`src/rtl/uart_tx_frame.sv`:
```
// uart_tx_frame: parametrised asynchronous-serial transmitter.
// Frame = start bit, DATA_BITS data bits, optional parity bit, 1 or 2 stop bits.
// A one-word holding register lets a new word wait while the current frame
// shifts out, so frames can run back-to-back with no idle bit between them.
//
// Ports:
//   clk    in   system clock, all logic on posedge
//   rst_n  in   asynchronous active-low reset
//   data   in   word to send, sampled when valid && ready
//   valid  in   producer has a word on data
//   ready  out  holding register empty, a word can be accepted
//   tx     out  serial line, idle high, driven from a flop
//   busy   out  frame in progress or word held
module uart_tx_frame #(
  parameter int unsigned CLK_DIV   = 167,
  parameter int unsigned DATA_BITS = 8,
  parameter int unsigned PARITY    = 0,
  parameter int unsigned STOP_BITS = 1,
  parameter int unsigned MSB_FIRST = 1
) (
  input  logic                 clk,
  input  logic                 rst_n,
  input  logic [DATA_BITS-1:0] data,
  input  logic                 valid,
  output logic                 ready,
  output logic                 tx,
  output logic                 busy
);

  localparam int unsigned CNT_W = (CLK_DIV > 1) ? $clog2(CLK_DIV) : 1;
  localparam int unsigned IDX_W = (DATA_BITS > 1) ? $clog2(DATA_BITS) : 1;

  localparam logic [2:0] S_IDLE   = 3'd0;
  localparam logic [2:0] S_START  = 3'd1;
  localparam logic [2:0] S_DATA   = 3'd2;
  localparam logic [2:0] S_PARITY = 3'd3;
  localparam logic [2:0] S_STOP   = 3'd4;

  // Elaboration-time parameter checks
  if (CLK_DIV < 2) begin : g_bad_clk_div
    $error("uart_tx_frame: CLK_DIV must be >= 2");
  end
  if (DATA_BITS < 5 || DATA_BITS > 9) begin : g_bad_data_bits
    $error("uart_tx_frame: DATA_BITS must be 5..9");
  end
  if (PARITY > 2) begin : g_bad_parity
    $error("uart_tx_frame: PARITY must be 0, 1 or 2");
  end
  if (STOP_BITS < 1 || STOP_BITS > 2) begin : g_bad_stop_bits
    $error("uart_tx_frame: STOP_BITS must be 1 or 2");
  end
  if (MSB_FIRST > 1) begin : g_bad_msb_first
    $error("uart_tx_frame: MSB_FIRST must be 0 or 1");
  end

  logic [2:0]           state_q, state_d;
  logic [CNT_W-1:0]     cnt_q, cnt_d;
  logic [DATA_BITS-1:0] shift_q, shift_d;
  logic [IDX_W-1:0]     idx_q, idx_d;
  logic                 stop_q, stop_d;
  logic                 par_q, par_d;
  logic [DATA_BITS-1:0] hold_q, hold_d;
  logic                 hold_full_q, hold_full_d;
  logic                 tx_d, ready_d, busy_d;

  logic                 bit_tick;
  logic                 accept;
  logic                 load;
  logic                 first_bit;
  logic [DATA_BITS-1:0] shifted;

  // Bit-period counter tick and the next data bit off the shifter
  always_comb begin
    bit_tick  = (cnt_q == CNT_W'(CLK_DIV - 1));
    accept    = valid && !hold_full_q;
    first_bit = (MSB_FIRST != 0) ? shift_q[DATA_BITS-1] : shift_q[0];
    shifted   = (MSB_FIRST != 0) ? {shift_q[DATA_BITS-2:0], 1'b0}
                                 : {1'b0, shift_q[DATA_BITS-1:1]};
  end

  // Next-state and output logic
  always_comb begin
    state_d     = state_q;
    shift_d     = shift_q;
    idx_d       = idx_q;
    stop_d      = stop_q;
    par_d       = par_q;
    hold_d      = hold_q;
    hold_full_d = hold_full_q;
    tx_d        = tx;
    load        = 1'b0;
    // Counter parked at 0 in IDLE so the first start bit is full length
    cnt_d       = (state_q == S_IDLE || bit_tick) ? '0 : cnt_q + CNT_W'(1);

    case (state_q)
      S_IDLE: begin
        tx_d = 1'b1;
        if (hold_full_q) load = 1'b1;
      end
      S_START: begin
        if (bit_tick) begin
          state_d = S_DATA;
          tx_d    = first_bit;
          shift_d = shifted;
          idx_d   = '0;
        end
      end
      S_DATA: begin
        if (bit_tick) begin
          if (idx_q == IDX_W'(DATA_BITS - 1)) begin
            if (PARITY != 0) begin
              state_d = S_PARITY;
              tx_d    = par_q;
            end else begin
              state_d = S_STOP;
              tx_d    = 1'b1;
              stop_d  = 1'b0;
            end
          end else begin
            tx_d    = first_bit;
            shift_d = shifted;
            idx_d   = idx_q + IDX_W'(1);
          end
        end
      end
      S_PARITY: begin
        if (bit_tick) begin
          state_d = S_STOP;
          tx_d    = 1'b1;
          stop_d  = 1'b0;
        end
      end
      S_STOP: begin
        if (bit_tick) begin
          if (stop_q == 1'(STOP_BITS - 1)) begin
            // A held word starts immediately, with no idle bit in between
            if (hold_full_q) load = 1'b1;
            else             state_d = S_IDLE;
          end else begin
            stop_d = 1'b1;
          end
        end
      end
      default: begin
        state_d = S_IDLE;
        tx_d    = 1'b1;
      end
    endcase

    // Parity is computed once from the held word, at load time
    if (load) begin
      shift_d     = hold_q;
      par_d       = (PARITY == 2) ? ^hold_q : ~^hold_q;
      state_d     = S_START;
      tx_d        = 1'b0;
      hold_full_d = 1'b0;
    end

    if (accept) begin
      hold_d      = data;
      hold_full_d = 1'b1;
    end

    ready_d = !hold_full_d;
    busy_d  = (state_d != S_IDLE) || hold_full_d;
  end

  // State and output registers
  always_ff @(posedge clk or negedge rst_n) begin
    if (!rst_n) begin
      state_q     <= S_IDLE;
      cnt_q       <= '0;
      shift_q     <= '0;
      idx_q       <= '0;
      stop_q      <= 1'b0;
      par_q       <= 1'b0;
      hold_q      <= '0;
      hold_full_q <= 1'b0;
      tx          <= 1'b1;
      ready       <= 1'b1;
      busy        <= 1'b0;
    end else begin
      state_q     <= state_d;
      cnt_q       <= cnt_d;
      shift_q     <= shift_d;
      idx_q       <= idx_d;
      stop_q      <= stop_d;
      par_q       <= par_d;
      hold_q      <= hold_d;
      hold_full_q <= hold_full_d;
      tx          <= tx_d;
      ready       <= ready_d;
      busy        <= busy_d;
    end
  end

endmodule

```
`config.mk`:
```
export PLATFORM = sky130hd
export DESIGN_NAME = uart_tx_frame
export DESIGN_NICKNAME = d
export VERILOG_FILES = /design/src/rtl/uart_tx_frame.sv
export SDC_FILE = /design/constraint.sdc
export NUM_CORES = 1
export LEC_CHECK = 0
export CAP_MARGIN = 40
export CORE_ASPECT_RATIO = 0.75
export CORE_MARGIN = 4
export CORE_UTILIZATION = 51
export DETAILED_ROUTE_END_ITERATION = 8
export HOLD_SLACK_MARGIN = 0.03
export PLACE_DENSITY_LB_ADDON = 0.12
export SYNTH_ARGS = -nofsm -noshare
export SYNTH_HDL_FRONTEND = slang
export SYNTH_SLANG_ARGS = --single-unit
```
`constraint.sdc`:
```
create_clock -name clk -period 2.1 [get_ports clk]
set_clock_uncertainty 0.15 [all_clocks]
set_input_delay 0.315 -clock clk [delete_from_list [all_inputs] [get_ports clk]]
set_output_delay 0.315 -clock clk [all_outputs]
set_load 0.02 [all_outputs]
```
==> results of run 1 <==
repair_timing:
item / CTS / global route
setup buffers: 0 / 1
endpoints found under the setup margin: 0 / 7
gates resized for setup: 0 / 3
Yosys cell counts (2+ instances only):
| cell | count |
|---|---|
| nand3_1 | 2 |
| mux2_2 | 8 |
| xnor2_1 | 2 |
| o221ai_1 | 3 |
| xor2_1 | 4 |
| nor2_1 | 13 |
| ha_1 | 4 |
| inv_1 | 9 |
| o221a_2 | 3 |
| o21ai_0 | 9 |
| clkbuf_1 | 3 |
| dfrtp_1 | 32 |
| nand2_1 | 11 |
| nand4_1 | 4 |
| dfstp_2 | 2 |
| or4_1 | 3 |
| a21oi_1 | 2 |
registers in the layout (all words and copies together) (netlist names), 3 cells and up:
register and cells:
cnt_q 8, shift_q 8, state_q 3, hold_q 8, idx_q 3
report_power, final:
part / switching, uW / internal [uW]
combinational: 260 / 316
sequential: 186 / 897
clock: 238 / 331
worst register-to-register path, cell delays in order, from the launching register on:
cell,delay [ns]
dfrtp_1,0.40
ha_1,0.21
ha_2,0.20
nor3b_4,0.23
o2111ai_4,0.14
mux2_2,0.30
mux2_4,0.25
kinds of logic after synthesis:
family                     after synthesis
AOI/OAI and AO/OA                       26
muxes                                   10
xor gates and xnor gates                 6
buffers and inverters                   13
DFF                                     34
adders and majority gates                4
and+or+nand+nor                         48
metrics by stage:
stage	cells	hold slack, ns	util (%)	total power [uW]	worst slack, ns
after floorplan	141	-0.131	-	1480	0.102
after global placement	193	0.323	60.8	1640	0.127
after detailed placement	193	0.343	60.8	1670	0.0453
after CTS	201	0.286	64.5	2240	0.0323
after global routing	202	0.302	65.2	2380	0.0381
final	202	0.266	65.2	2230	0.109
final cells by class:
type                    count  area (sq um)  area share (%)
clock buffers               8           110            5.67
inverters                   9          33.8            1.74
multi-input cells          94           722            37.2
flip-flops and latches     34           853            43.9
well taps                  38          47.5            2.45
repair buffers             19           175            9.02
worst paths after layout:
check	start	end	slack (ns)	depth (start not counted)
max in group asynchronous	rst_n	ready$_DFF_PN1_	1.19	2
worst min-delay path	rst_n	idx_q[2]$_DFFE_PN0P_	0.27	2
worst max register to register	idx_q[0]$_DFFE_PN0P_	shift_q[1]$_DFFE_PN0P_	0.11	6
worst max-delay path	idx_q[0]$_DFFE_PN0P_	shift_q[1]$_DFFE_PN0P_	0.11	6
worst min register to register	idx_q[2]$_DFFE_PN0P_	idx_q[2]$_DFFE_PN0P_	0.35	2
min in group clk	idx_q[2]$_DFFE_PN0P_	idx_q[2]$_DFFE_PN0P_	0.35	2
per-layer routing:
metal  global-route usage [%]  wire length [microns]
met1                     24.7                   1540
met2                     24.7                   1370
met3                     7.16                    156
met4                     7.11                     55
met5                        0                      0
==> results.cfg, run 1 <==
[synthesis]
syn_avg_cell_area_sq_um = 11.5
synth-simple-area-share_pct = 17.1
seq_area_frac_synth_pct = 52.8
synth_compound_area_share_pct = 13.3
synth_top_area_cell = dfrtp_1
ys.flop_type = dfrtp_1
synth.area.mux_share_pct = 7.13
synth-edff-count = 0
synth_top_family_by_area = simple AND/OR/NAND/NOR gates
synthesis.nets = 156
synthAdderAreaFrac_pct = 3.10
synth_cell_type_count = 44
syn_area_sq_mm = 0.00162
synthXorXnorAreaFrac_pct = 3.25
synth.top_cell.area_share_pct = 49.6
yosys_warnings = 0
async_reset_ff_share_pct = 100
synth.area.top_cells = dfrtp_1 50%, mux2_2 5.6%, dfstp_2 3.3%
synthCells = 141
synth-seq-cells = 34

[sta]
relSlewSlack_pct = 63.0
slew_viol_final = 0
hold_viol = 0
max_freq_ghz = 0.502
finalSetupTns_ns = 0
tightest_slew_ns = 0.552
layout_min_cycle_time_ns = 1.99
rsz0062_at_grt = false
setup_viol = 0
period_share_pct = 94.8

[drt]
wl_per_cell_microns = 15.5
drtIter0Drc = 31
drcViolationCount = 0
num_vias = 1118
detail-route-antenna-nets = 0
viasPerCell = 5.53
drt-total-wl_mm = 3.12
dr.pass1.iters = 4

[place]
place_hpwl_mm = 2.28
place_congestion = 0.794
place_area_sq_mm = 0.00181
io_buffers = 13

[floorplanning]
io_pins = 14
fp.coreArea_sq_mm = 0.00298
num_rows = 17
initial_core_util_pct = 54.2
die_x_microns = 73.0
die_h_microns = 56.7
dieArea_sq_mm = 0.00414

[critical_path]
cp-end-kind = flip-flop
crit_family = multiplexers
path_cells = ha_1 -> ha_2 -> nor3b_4 -> o2111ai_4 -> mux2_2 -> mux2_4
worstPathArrival_ns = 2.02
startpoint_type = flip-flop
critPathRequiredTime_ns = 2.13
max_stage_delay_ns = 0.40
worst-path-buf-inv = 0
crit_fanout = 3
worstSetupPathType = reg -> reg
slowest_stage = dfrtp_1

[outcome]
outcome = complete, no violations

[layout]
syn_to_final_growth_pct = 20.2
final_area_sq_mm = 0.00194
final_cell_mix = 32 x dfrtp_1, 13 x nor2_1, 13 x clkdlybuf4s50_1, 11 x nand2_1
nets = 178
num_antenna_cells = 0
fill_cells = 225
drive_gt1_share_pct = 24.4
final_common_cell = dfrtp_1

[cts]
cts_hold_repair.buffers = 0
clk_latency_ns = 0.30
cts_buffer_depth = 2
cts_tree = done
cts_root_buffer = clkbuf_8
cts.htree.levels = 2
clock-sinks = 34
numCtsBuffers = 5
clk_pin_slew_worst_paths_ns = 0.07

[power_and_ir_drop]
ir_drop_mv = 0.742
p_per_area_mw_per_mm2 = 1150
p_leak_uw = 0.000825

[grt]
grt_first_pass_wirelength_mm = 5.53
grt_pass1_vias = 1145
antenna_found_initial = 0
groute.usage.overall_pct = 17.9
grt_max_degree = 35
grt-ovfl-total = 0

[run]
drv_cap = 0

[worst_hold_path]
worstHoldPathType = in -> async
(Power assumes the default switching activity.)
==> inputs of run 2 (changes only) <==
- RECOVER_POWER: unset -> 100
==> run 2 against run 1 <==
Critical path depth unchanged. Die area is the same. Sequential share of layout area rose by 0.34 points. Worst hold slack gained 0.086 ns. Global-route usage unchanged. Clock power hardly changed. Clock-buffer cell count is the same. Register-to-register slack about the same. Final cell count stayed put. Via count shrank 1.2%. Wire length is 0.51% higher. Setup slack got worse by 0.00084 ns. Largest cell class unchanged. Highest routed layer unchanged.
==> results.cfg, run 2 (same netlist as run 1, synthesis figures left out) <==
[cts]
clock-sinks = 34
cts_buffer_depth = 2
cts.htree.levels = 2
clk_pin_slew_worst_paths_ns = 0.07
clk_latency_ns = 0.29
cts_root_buffer = clkbuf_8
cts_tree = done
numCtsBuffers = 5
cts_hold_repair.buffers = 0

[sta]
max_freq_ghz = 0.502
hold_viol = 0
fin_ws_ns = 0.109
period_share_pct = 94.8
finalSetupTns_ns = 0
slew_viol_final = 0
rsz0062_at_grt = false
layout_min_cycle_time_ns = 1.99
tightest_slew_ns = 0.823
relSlewSlack_pct = 45.1
setup_viol = 0

[floorplanning]
io_pins = 14
die_x_microns = 73.0
num_rows = 17
die_h_microns = 56.7
dieArea_sq_mm = 0.00414
fp.coreArea_sq_mm = 0.00298
initial_core_util_pct = 54.2

[place]
place_congestion = 0.794
place_ws_ns = 0.0453
io_buffers = 13
place_hpwl_mm = 2.28

[layout]
largest_registers = cnt_q: 8 flops, hold_q: 8 flops, shift_q: 8 flops
num_antenna_cells = 0
drive_gt1_share_pct = 22.0
syn_to_final_growth_pct = 19.3
nets = 178
utilization_pct = 64.7
final_cell_mix = 32 x dfrtp_1, 13 x nor2_1, 11 x nand2_1, 10 x o21ai_0, 9 x inv_1
fill_cells = 224
final_common_cell = dfrtp_1

[critical_path]
rr_worst_depth = 6
worstSetupPathType = reg -> reg
crit_fanout = 5
r2r_start = cnt_q[0]$_DFF_PN0_
critPathRequiredTime_ns = 2.13
startpoint_type = flip-flop
r2r_end = shift_q[6]$_DFFE_PN0P_
reg2reg_slack_ns = 0.11
cp-end-kind = flip-flop
worstPathArrival_ns = 2.02

[drt]
wl_per_cell_microns = 15.5
drt-total-wl_mm = 3.14
num_vias = 1105
drtIter0Drc = 31
drcViolationCount = 0
detail-route-antenna-nets = 0
viasPerCell = 5.47
dr.pass1.iters = 4

[worst_hold_path]
min_path_cells = 2
worst_hold_startpoint = idx_q[2]$_DFFE_PN0P_
worstHoldPathType = reg -> reg
hold_end = idx_q[2]$_DFFE_PN0P_

[grt]
grt_pass1_vias = 1145
grt_first_pass_wirelength_mm = 5.53
grt-ovfl-total = 0
antenna_found_initial = 0
grt_max_degree = 35
groute.usage.overall_pct = 17.9

[outcome]
outcome = complete, no violations

[power_and_ir_drop]
p_leak_uw = 0.000818
p_total_uw = 2210
ir_drop_mv = 0.743
p_per_area_mw_per_mm2 = 1150

[run]
drv_cap = 0
## run 2: cell count changes in the layout (fill, tap and decap cells not counted), sizes merged
cell,change
buf,-3
clkdlybuf4s50,-5
clkbuf,+3
dlygate4sd3,+5
## run 2: layout make-up
class / instances / area, sq um / area share (%)
inverter: 9 / 33.8 / 1.75
multi-input combinational: 94 / 717 / 37.2
clock buffer: 8 / 110 / 5.71
sequential: 34 / 853 / 44.3
timing repair buffer: 19 / 165 / 8.57
tap: 38 / 47.5 / 2.47
## run 2: routing by layer
metal	GRT usage, %	share of wire [%]	vias to the layer above
met5	0	0	-
met4	7.11	1.8	0
met3	7.16	4.6	5
met2	24.7	45	18
met1	24.7	49	531
li1	-	-	551
## run 2: through the flow
step	hold WS, ns	instance area [sq um]	std cells
final	0.352	1930	202
after global routing	0.382	1930	202
after CTS	0.286	1920	201
after detailed placement	0.343	1810	193
after global placement	0.323	1810	193
after floorplan	-0.131	1620	141
## run 2: power by group
part           switching, uW  internal (uW)
registers                184            896
logic                    257            307
clock network            238            331
## run 2: critical path, stage by stage, from the launching register on
cell and delay, ns:
dfrtp_1 0.42, inv_1 0.07, ha_1 0.18, and4b_1 0.35, a21oi_2 0.14, or4_1 0.44
o221a_2 0.14
## run 2: worst max-delay path by stage
stage               slack [ns]  cells past startpoint            startpoint                      to
CTS                       0.03                      6  idx_q[0]$_DFFE_PN0P_  shift_q[1]$_DFFE_PN0P_
global route              0.02                      7    cnt_q[0]$_DFF_PN0_  shift_q[4]$_DFFE_PN0P_
floorplan                 0.10                      6  idx_q[0]$_DFFE_PN0P_  shift_q[1]$_DFFE_PN0P_
global placement          0.13                      6  idx_q[0]$_DFFE_PN0P_  shift_q[1]$_DFFE_PN0P_
finish                    0.11                      6    cnt_q[0]$_DFF_PN0_  shift_q[6]$_DFFE_PN0P_
detailed placement        0.05                      6  idx_q[0]$_DFFE_PN0P_  shift_q[1]$_DFFE_PN0P_
## run 2: what timing repair did
action                     4_1_cts  5_1_grt
gates resized for setup          0        3
setup endpoints to repair        0        7
setup buffers                    0        1
==> inputs of run 3 (changes only) <==
- CELL_PAD_IN_SITES_DETAIL_PLACEMENT: unset -> 0
- CELL_PAD_IN_SITES_GLOBAL_PLACEMENT: unset -> 1
- CORE_UTILIZATION: 51 -> 41
==> run 3 against run 2 <==
Critical path depth unchanged. Wire length increased by 0.96%. Core utilization decreased by 13 points. Register-to-register slack about the same. Sequential power about the same. Sequential share of layout area decreased by 0.17 points. Combinational power increased by 2%. Setup slack got worse by 0.0029 ns. Global-route usage decreased by 3.2 points. Flip-flop and latch count unchanged. Non-clock buffer count increased by 1. Critical endpoint is now shift_q[1]$_DFFE_PN0P_.
==> results.cfg, run 3 (same netlist as run 1, synthesis figures left out) <==
[outcome]
outcome = complete, no violations

[drt]
viasPerCell = 5.14
drt-total-wl_mm = 3.17
drtIter0Drc = 58
drcViolationCount = 0
num_vias = 1116
wl_per_cell_microns = 14.6
detail-route-antenna-nets = 0
dr.pass1.iters = 5

[sta]
relSlewSlack_pct = 43.3
period_share_pct = 95.0
slew_viol_final = 0
rsz0062_at_grt = false
fin_ws_ns = 0.106
tightest_slew_ns = 0.851
finalSetupTns_ns = 0
layout_min_cycle_time_ns = 1.99
max_freq_ghz = 0.501
hold_viol = 0
setup_viol = 0

[power_and_ir_drop]
p_leak_uw = 0.000815
p_per_area_mw_per_mm2 = 1120
ir_drop_mv = 0.682

[critical_path]
critPathRequiredTime_ns = 2.12
r2r_start = idx_q[0]$_DFFE_PN0P_
startpoint_type = flip-flop
worstPathArrival_ns = 2.02
reg2reg_slack_ns = 0.11
rr_worst_depth = 6
worst-path-buf-inv = 0
crit_fanout = 3
slowest_stage = dfrtp_1
path_cells = ha_1 -> ha_2 -> nor3b_4 -> o2111ai_4 -> mux2_2 -> mux2_4
worstSetupPathType = reg -> reg
crit_family = multiplexers
max_stage_delay_ns = 0.39
cp.depth = 6
r2r_end = shift_q[1]$_DFFE_PN0P_
cp-end-kind = flip-flop

[place]
place_ws_ns = 0.0894
place_congestion = 0.733
io_buffers = 13
place_hpwl_mm = 2.37

[cts]
cts.htree.levels = 2
cts_tree = done
clock-sinks = 34
clk_latency_ns = 0.29
cts_root_buffer = clkbuf_8
cts_buffer_depth = 2
cts_hold_repair.buffers = 0
clk_pin_slew_worst_paths_ns = 0.07
numCtsBuffers = 5

[grt]
grt_pass1_vias = 1139
grt_max_degree = 35
groute.usage.overall_pct = 14.7
antenna_found_initial = 0
grt-ovfl-total = 0
grt_first_pass_wirelength_mm = 5.65

[worst_hold_path]
worst_hold_startpoint = idx_q[2]$_DFFE_PN0P_
hold_end = idx_q[2]$_DFFE_PN0P_
worstHoldPathType = reg -> reg
min_path_cells = 2

[layout]
num_antenna_cells = 0
final_common_cell = dfrtp_1
drive_gt1_share_pct = 21.8
fill_cells = 354
nets = 179
final_cell_mix = 32 x dfrtp_1, 13 x nor2_1, 11 x nand2_1, 10 x o21ai_0, 9 x inv_1
largest_registers = cnt_q: 8 flops, hold_q: 8 flops, shift_q: 8 flops
syn_to_final_growth_pct = 19.8

[floorplanning]
fp.coreArea_sq_mm = 0.00373
io_pins = 14
dieArea_sq_mm = 0.00502
die_x_microns = 80.5
die_h_microns = 62.4
num_rows = 19
initial_core_util_pct = 43.3

[run]
drv_cap = 0
## run 3: power breakdown
group | internal, uW | switching [uW] | leakage, uW
logic | 318 | 261 | 0.000356
registers | 897 | 192 | 0.000411
clock network | 264 | 228 | 0.0000482
## run 3: what timing repair did
action	in CTS	in global routing
endpoints found under the setup margin	0	7
setup buffers	0	1
resized for setup	0	5
## run 3: worst max path at each step
stage / startpoint / slack (ns) / end
after floorplan: idx_q[0]$_DFFE_PN0P_ / 0.10 / shift_q[1]$_DFFE_PN0P_
after global placement: idx_q[0]$_DFFE_PN0P_ / 0.13 / shift_q[1]$_DFFE_PN0P_
after detailed placement: idx_q[0]$_DFFE_PN0P_ / 0.09 / shift_q[1]$_DFFE_PN0P_
after CTS: idx_q[0]$_DFFE_PN0P_ / 0.07 / shift_q[1]$_DFFE_PN0P_
after global routing: idx_q[0]$_DFFE_PN0P_ / 0.009 / shift_q[1]$_DFFE_PN0P_
final: idx_q[0]$_DFFE_PN0P_ / 0.11 / shift_q[1]$_DFFE_PN0P_
## run 3: area by class of cell
cell class / instances / area, sq um / share of cell area, %
clock buffers: 7 / 86.3 / 4.46
clock inverters: 1 / 5.00 / 0.259
inverters: 9 / 33.8 / 1.75
multi-input cells: 94 / 714 / 36.9
flip-flops and latches: 34 / 853 / 44.1
well taps: 52 / 65.1 / 3.36
repair buffers: 20 / 176 / 9.12
## run 3: worst reg2reg max path, delay by kind of cell, from the launching register on
family                     cells  cell delay [ns]
AOI/OAI and AO/OA              1             0.14
adders and majority gates      2             0.41
DFF                            1             0.39
muxes                          2             0.55
and+or+nand+nor                1             0.25
## run 3: per-stage QoR
stage | cells | util, % | total power, uW | hold slack, ns | area, sq um
2_1_floorplan | 141 | - | 1480 | -0.131 | 1620
3_3_place_gp | 208 | 49.2 | 1670 | 0.321 | 1840
3_5_place_dp | 208 | 49.2 | 1700 | 0.352 | 1840
4_1_cts | 216 | 51.7 | 2200 | 0.293 | 1930
5_1_grt | 217 | 51.8 | 2310 | 0.396 | 1930
6_report | 217 | 51.8 | 2160 | 0.361 | 1930
## run 3: metal layers
metal / track usage (%) / part of all wire, %
met1: 22.6 / 52
met3: 4.34 / 4.3
met2: 18.9 / 41
met4: 6.33 / 1.7
met5: 0 / 0
